`config.mk`:
```
export PLATFORM = sky130hd
export DESIGN_NAME = load_register
export DESIGN_NICKNAME = d
export VERILOG_FILES = /design/src/rtl/load_register.sv
export SDC_FILE = /design/constraint.sdc
export NUM_CORES = 1
export LEC_CHECK = 0
export CAP_MARGIN = 5
export CORE_AREA = 2 2 39 41
export CTS_CLUSTER_DIAMETER = 200
export DETAILED_ROUTE_END_ITERATION = 16
export DIE_AREA = 0 0 41 43
export GPL_TIMING_DRIVEN = 0
export HOLD_SLACK_MARGIN = 0.1
export PLACE_DENSITY = 0.64
export SETUP_SLACK_MARGIN = 0.5
export SYNTH_ARGS = -nofsm -noshare
export SYNTH_HDL_FRONTEND = slang
export SYNTH_SLANG_ARGS = --single-unit
```
`constraint.sdc`:
```
create_clock -name Clk -period 1.6 [get_ports Clk]
set_input_delay 0.16 -clock Clk [delete_from_list [all_inputs] [get_ports Clk]]
set_output_delay 0.16 -clock Clk [all_outputs]
set_load 0.02 [all_outputs]
```
`src/rtl/load_register.sv`:
```
// rtl/load_register.sv - parallel-load storage register with load enable
//
// Ports:
//   Clk     - rising-edge clock, the only clock
//   Reset   - asynchronous active-low reset; forces DataOut to RESET_VALUE
//   DataIn  - WIDTH-bit parallel data to capture
//   Load    - active-high load enable, sampled on rising Clk
//   DataOut - WIDTH-bit registered contents, driven directly by the flops

module load_register #(
    parameter int                 WIDTH       = 8,
    parameter logic [WIDTH-1:0]   RESET_VALUE = {WIDTH{1'b0}}
) (
    input  logic             Clk,
    input  logic             Reset,
    input  logic [WIDTH-1:0] DataIn,
    input  logic             Load,
    output logic [WIDTH-1:0] DataOut
);

    // Reset takes priority over Load; the enable is a data-path mux that
    // recirculates DataOut when Load is low, so the clock is never gated.
    always_ff @(posedge Clk or negedge Reset) begin
        if (!Reset) begin
            DataOut <= RESET_VALUE;
        end else if (Load) begin
            DataOut <= DataIn;
        end
    end

endmodule

```
==> impl_metrics.tcl, run 1 <==
set metrics [dict create \
    fin_util_pct 36.80 \
    largest_reg_flops 8 \
    p_clk_share_pct 30.1 \
    relSlewSlack_pct 75.74 \
    setup_viol 0 \
    top_regs "DataOut: 8 flops" \
    combPwrFrac_pct 23.2 \
    cp_max_fo 2 \
    finalCriticalPeriod_ns 1.064 \
    netlist.area_leader.share_pct 60.38 \
    ys_top_cells_by_count "dfrtp_1, mux2_4, buf_6" \
    synthesis.area_um2 331.6 \
    drt_iter0_drc 2 \
    path_buf_inv 1 \
    synthCells 17 \
    outcome "complete, no violations" \
    drv_slew 0 \
    sw_frac_of_total_pct 25.17 \
    num_antenna_cells 0 \
    power_switching_mw 0.1259 \
    power-per-cell-area_nw_per_um2 982.4 \
    startpoint_type "flip-flop" \
    synth_seq_area_share_pct 60.38 \
    fmax_ghz 0.9397 \
    final_nets 50 \
    arrival_ns 0.90 \
    core_area_um2 1384 \
    reg2regPathDepth 1 \
    cp_cell_sequence "clkdlybuf4s15_1" \
    grt_pass1_vias 242 \
    drc 0 \
    netlist_top_cells_area "dfrtp_1, mux2_4, buf_6" \
    path_delay_family "flip-flops" \
    crit_slowest_cell "dfrtp_1" \
    cap_violations 0 \
    antenna_found_initial 0 \
    ioPinCount 19 \
    die_x_um 41 \
    yosys_most_used_dff "dfrtp_1" \
    cts_max_level 1 \
    wire_per_inst_um 12.13 \
    r2r_start "DataOut[0]$_DFFE_PN0P_" \
    grt_pass1_wl_um 1021 \
    initial_core_util_pct 23.96 \
    die_h_um 43 \
    clk_pin_slew_worst_paths_ns 0.05 \
    place.gp.congestion 0.6048 \
    dp_hpwl_um 491 \
    cts_tree "yes" \
    grt_overflow 0 \
    hp-class "in -> async" \
    ys_types 3 \
    cts_hold_buf 0 \
    cts_sinks 8 \
    worst-r2r-setup-slack_ns 0.84 \
    critical_path_required_ns 1.44 \
    post-route-period-util_pct 66.51 \
    fin_setup_tns_ns 0 \
    num-fill-cells 145 \
    fin_worst_skew_ns 0 \
    cts_buffer_depth 2 \
    p_int_mw 0.3744 \
    area_delta_synth_final_pct 53.58 \
    num_rows 14 \
    fp.dieArea_um2 1763 \
    timing.hold.ws_ns 0.1830 \
    wl_um 643 \
    pwr-share-seq_pct 46.7 \
    grtUsageTotal_pct 9.312 \
    reg2reg_to "DataOut[0]$_DFFE_PN0P_" \
    drive_gt1_share_pct 51.35 \
    top_register "DataOut" \
    hold_viol_final 0 \
    yosysWarnings 0 \
    firstDrtPassIters 2 \
    synth-edff-count 0 \
    via_per_inst 3.943 \
    syn-num-nets 28 \
    cts_root_buffer "clkbuf_4" \
    cp.depth 1 \
    grt_max_degree 9 \
    tightestPinTransition_ns 0.3627 \
    crit_type "reg -> out" \
    yosysTopAreaCell "dfrtp_1" \
    worstSkewPairLatency_ns 0.25 \
    max_stage_delay_ns 0.37 \
    vias 209 \
    cts_buffers 3 \
    rsz0062_at_grt "no" \
    end_kind "primary output" \
    p_leak_nw 0.2480 \
    worst_ir_drop_vdd_v 0.0004507 \
    postRouteAntennaNets 0 \
    async_flop_share_pct 100.0 \
    postCtsSetupBuffers 0 \
    synth_area_per_cell_um2 19.50 \
    portBuffers 17 \
    synth-seq-cells 8 \
]
## worst max path at each step
| stage | startpoint | endpoint | slack [ns] |
|---|---|---|---|
| final | DataOut[7]$_DFFE_PN0P_ | DataOut[7] | 0.54 |
| after global routing | DataOut[7]$_DFFE_PN0P_ | DataOut[7] | 0.50 |
| after CTS | DataOut[5]$_DFFE_PN0P_ | DataOut[5] | 0.51 |
| after detailed placement | DataOut[2]$_DFFE_PN0P_ | DataOut[2] | 0.49 |
| after global placement | DataOut[7]$_DFFE_PN0P_ | DataOut[7] | 0.50 |
| after floorplan | DataOut[0]$_DFFE_PN0P_ | DataOut[0]$_DFFE_PN0P_ | 0.77 |
## layout make-up
class / instances / area, um2 / area share [%]
Clock buffer: 3 / 22.52 / 4.423
Sequential cell: 8 / 200.2 / 39.31
Buffer: 1 / 11.26 / 2.211
Timing Repair Buffer: 17 / 135.1 / 26.54
Multi-Input combinational cell: 8 / 120.1 / 23.59
Tap cell: 16 / 20.02 / 3.931
## per-layer routing
metal	share of wire [%]	global-route usage [%]	up-vias
met5	0	0	-
met2	50	12.81	11
met4	1.6	6.000	0
met1	37	8.911	95
met3	11	7.853	3
li1	-	-	100
## cells in the final DEF (no fill, tap or decap)
cell,Yosys,routed
clkbuf_4,0,3
dfrtp_1,8,8
clkdlybuf4s50_1,0,9
clkdlybuf4s15_1,0,1
mux2_4,8,8
buf_6,1,1
clkbuf_2,0,7
## per-stage QoR
stage | power, mW | worst slack (ns) | cells | cell area, um2
after CTS | 0.5216 | 0.5059 | 53 | 544.3
after global placement | 0.3721 | 0.5046 | 50 | 521.8
after floorplan | 0.3020 | 0.7653 | 17 | 331.6
after global routing | 0.5338 | 0.5013 | 53 | 509.2
after detailed placement | 0.3741 | 0.4942 | 50 | 521.8
final | 0.5003 | 0.5359 | 53 | 509.2
## kinds of logic (layout without fill, tap and decap cells)
family,after synthesis,in the layout,synth area share [%]
mux,8,8,36.23
buf+inv,1,21,3.396
flops,8,8,60.38
## power groups by stage
| stage | Sequential, mW | Combinational [mW] | Clock, mW |
|---|---|---|---|
| after floorplan | 0.262 | 0.0398 | 0 |
| after global placement | 0.236 | 0.136 | 0 |
| after detailed placement | 0.237 | 0.137 | 0 |
| after CTS | 0.234 | 0.127 | 0.160 |
| after global routing | 0.236 | 0.124 | 0.174 |
| final | 0.234 | 0.116 | 0.151 |
## what timing repair did
item,4_1_cts,5_1_grt
gates resized for setup,16,7
setup endpoints to repair,8,7
gates cloned,0,0
Power figures use the tool's default switching activity.
==> run 2, diff against run 1 <==
Clock period 1.6 ns to 1 ns, I/O delays scaled along.
==> impl_metrics.tcl, run 2 (synthesis gave the netlist of run 1 again) <==
set metrics [dict create \
    outcome "complete, no violations" \
    tightestPinTransition_ns 0.3637 \
    cts_max_level 1 \
    drv_slew 0 \
    crit_slowest_cell "dfrtp_2" \
    cts_buffers 3 \
    multi_input_area_um2 120.1 \
    combPwrFrac_pct 26.2 \
    critical_path_required_ns 0.90 \
    rsz0062_at_grt "yes" \
    postCtsSetupBuffers 0 \
    finalCriticalPeriod_ns 0.9002 \
    p_int_mw 0.6421 \
    arrival_ns 0.80 \
    p_leak_nw 0.2547 \
    p_clk_share_pct 28.6 \
    dpl_worst_slack_ns -0.04506 \
    final-seq-area_um2 210.2 \
    portBuffers 17 \
    cts_sinks 8 \
    dpl-instance-area_um2 531.8 \
    grt_overflow 0 \
    drive_gt1_share_pct 75.68 \
    num_rows 14 \
    timing.hold.ws_ns 0.1266 \
    num-fill-cells 124 \
    final_area_um2 564.3 \
    core_area_um2 1384 \
    worst_ir_drop_vdd_v 0.0004730 \
    cp_max_fo 2 \
    largest_reg_flops 8 \
    sw_frac_of_total_pct 25.07 \
    cts_tree "yes" \
    power-per-cell-area_nw_per_um2 1519 \
    grtUsageTotal_pct 11.27 \
    vias 214 \
    via_per_inst 4.038 \
    end_kind "primary output" \
    top_register "DataOut" \
    place.gp.congestion 0.6486 \
    path_delay_family "flip-flops" \
    grt_max_degree 9 \
    worstSkewPairLatency_ns 0.25 \
    antenna_found_initial 0 \
    setup_viol 0 \
    wl_um 710 \
    pwr-share-seq_pct 45.2 \
    fp.dieArea_um2 1763 \
    final_cell_mix "buf_6, clkdlybuf4s50_1, dfrtp_2, mux2_4, clkbuf_4" \
    cts_root_buffer "clkbuf_4" \
    hold_viol_final 0 \
    power_switching_mw 0.2148 \
    grt_pass1_vias 247 \
    firstDrtPassIters 1 \
    cp_cell_sequence "buf_6" \
    path_buf_inv 1 \
    ioPinCount 19 \
    num_antenna_cells 0 \
    cts_buffer_depth 2 \
    die_x_um 41 \
    final_nets 50 \
    crit_type "reg -> out" \
    die_h_um 43 \
    fin_ws_ns 0.09976 \
    hp-class "in -> async" \
    clk_pin_slew_worst_paths_ns 0.05 \
    cap_violations 0 \
    area_delta_synth_final_pct 70.19 \
    fin_worst_skew_ns 0 \
    post-route-period-util_pct 90.02 \
    dp.cells 50 \
    fmax_ghz 1.111 \
    dp_hpwl_um 553.6 \
    postRouteAntennaNets 0 \
    initial_core_util_pct 23.96 \
    relSlewSlack_pct 75.68 \
    max_stage_delay_ns 0.41 \
    drt_iter0_drc 0 \
    startpoint_type "flip-flop" \
    drc 0 \
    finalNonFillerCells 53 \
    top_regs "DataOut: 8 flops" \
    grt_pass1_wl_um 1242 \
    wire_per_inst_um 13.40 \
]
## run 2: changes by cell type in the layout (fill, tap and decap cells not counted)
cell / before / now
dfrtp_1: 8 / 0
clkbuf_2: 7 / 0
clkdlybuf4s15_1: 1 / 0
dfrtp_2: 0 / 8
buf_6: 1 / 9
## run 2: path summary, 6_finish.rpt
check                                  startpoint                endpoint  slack, ns  cells after the start
max in group asynchronous                   Reset  DataOut[4]$_DFFE_PN0P_       0.59                      1
max reg2reg                DataOut[5]$_DFFE_PN0P_  DataOut[5]$_DFFE_PN0P_       0.20                      1
min                                         Reset  DataOut[2]$_DFFE_PN0P_       0.13                      1
max                        DataOut[5]$_DFFE_PN0P_              DataOut[5]        0.1                      1
min in group Clk                             Load  DataOut[2]$_DFFE_PN0P_       0.17                      2
min reg2reg                DataOut[7]$_DFFE_PN0P_  DataOut[7]$_DFFE_PN0P_       0.53                      1
## run 2: what timing repair did
item	4_1_cts	5_1_grt
hold buffers	0	0
gates resized for setup	48	0
cloned	0	0
endpoints found under the setup margin	16	16
## run 2: layout make-up
type                    count  area share [%]
clock buffers               3           3.991
plain buffers               1           1.996
well taps                  16           3.548
multi-input cells           8           21.29
repair buffers             17           31.93
flip-flops and latches      8           37.25
## run 2: power groups by stage
stage	registers, mW	logic (mW)	clock network (mW)
after global routing	0.391	0.237	0.265
final	0.388	0.225	0.245
after global placement	0.384	0.216	0
after detailed placement	0.385	0.220	0
after CTS	0.388	0.228	0.250
after floorplan	0.426	0.0636	0
## run 2: per-layer routing
layer | share of wire, % | vias up | track usage (%)
li1 | - | 101 | -
met1 | 38 | 105 | 13.00
met4 | 2.5 | 0 | 10.00
met3 | 2.1 | 3 | 4.712
met2 | 57 | 5 | 15.00
met5 | 0 | - | 0
## run 2: metrics by stage
step	power (mW)	util, %	setup TNS, ns
finish	0.8570	40.78	0
global route	0.8934	40.78	0
CTS	0.8661	40.78	0
detailed placement	0.6059	38.43	-0.3008
global placement	0.6004	38.43	-0.2648
floorplan	0.4900	-	0
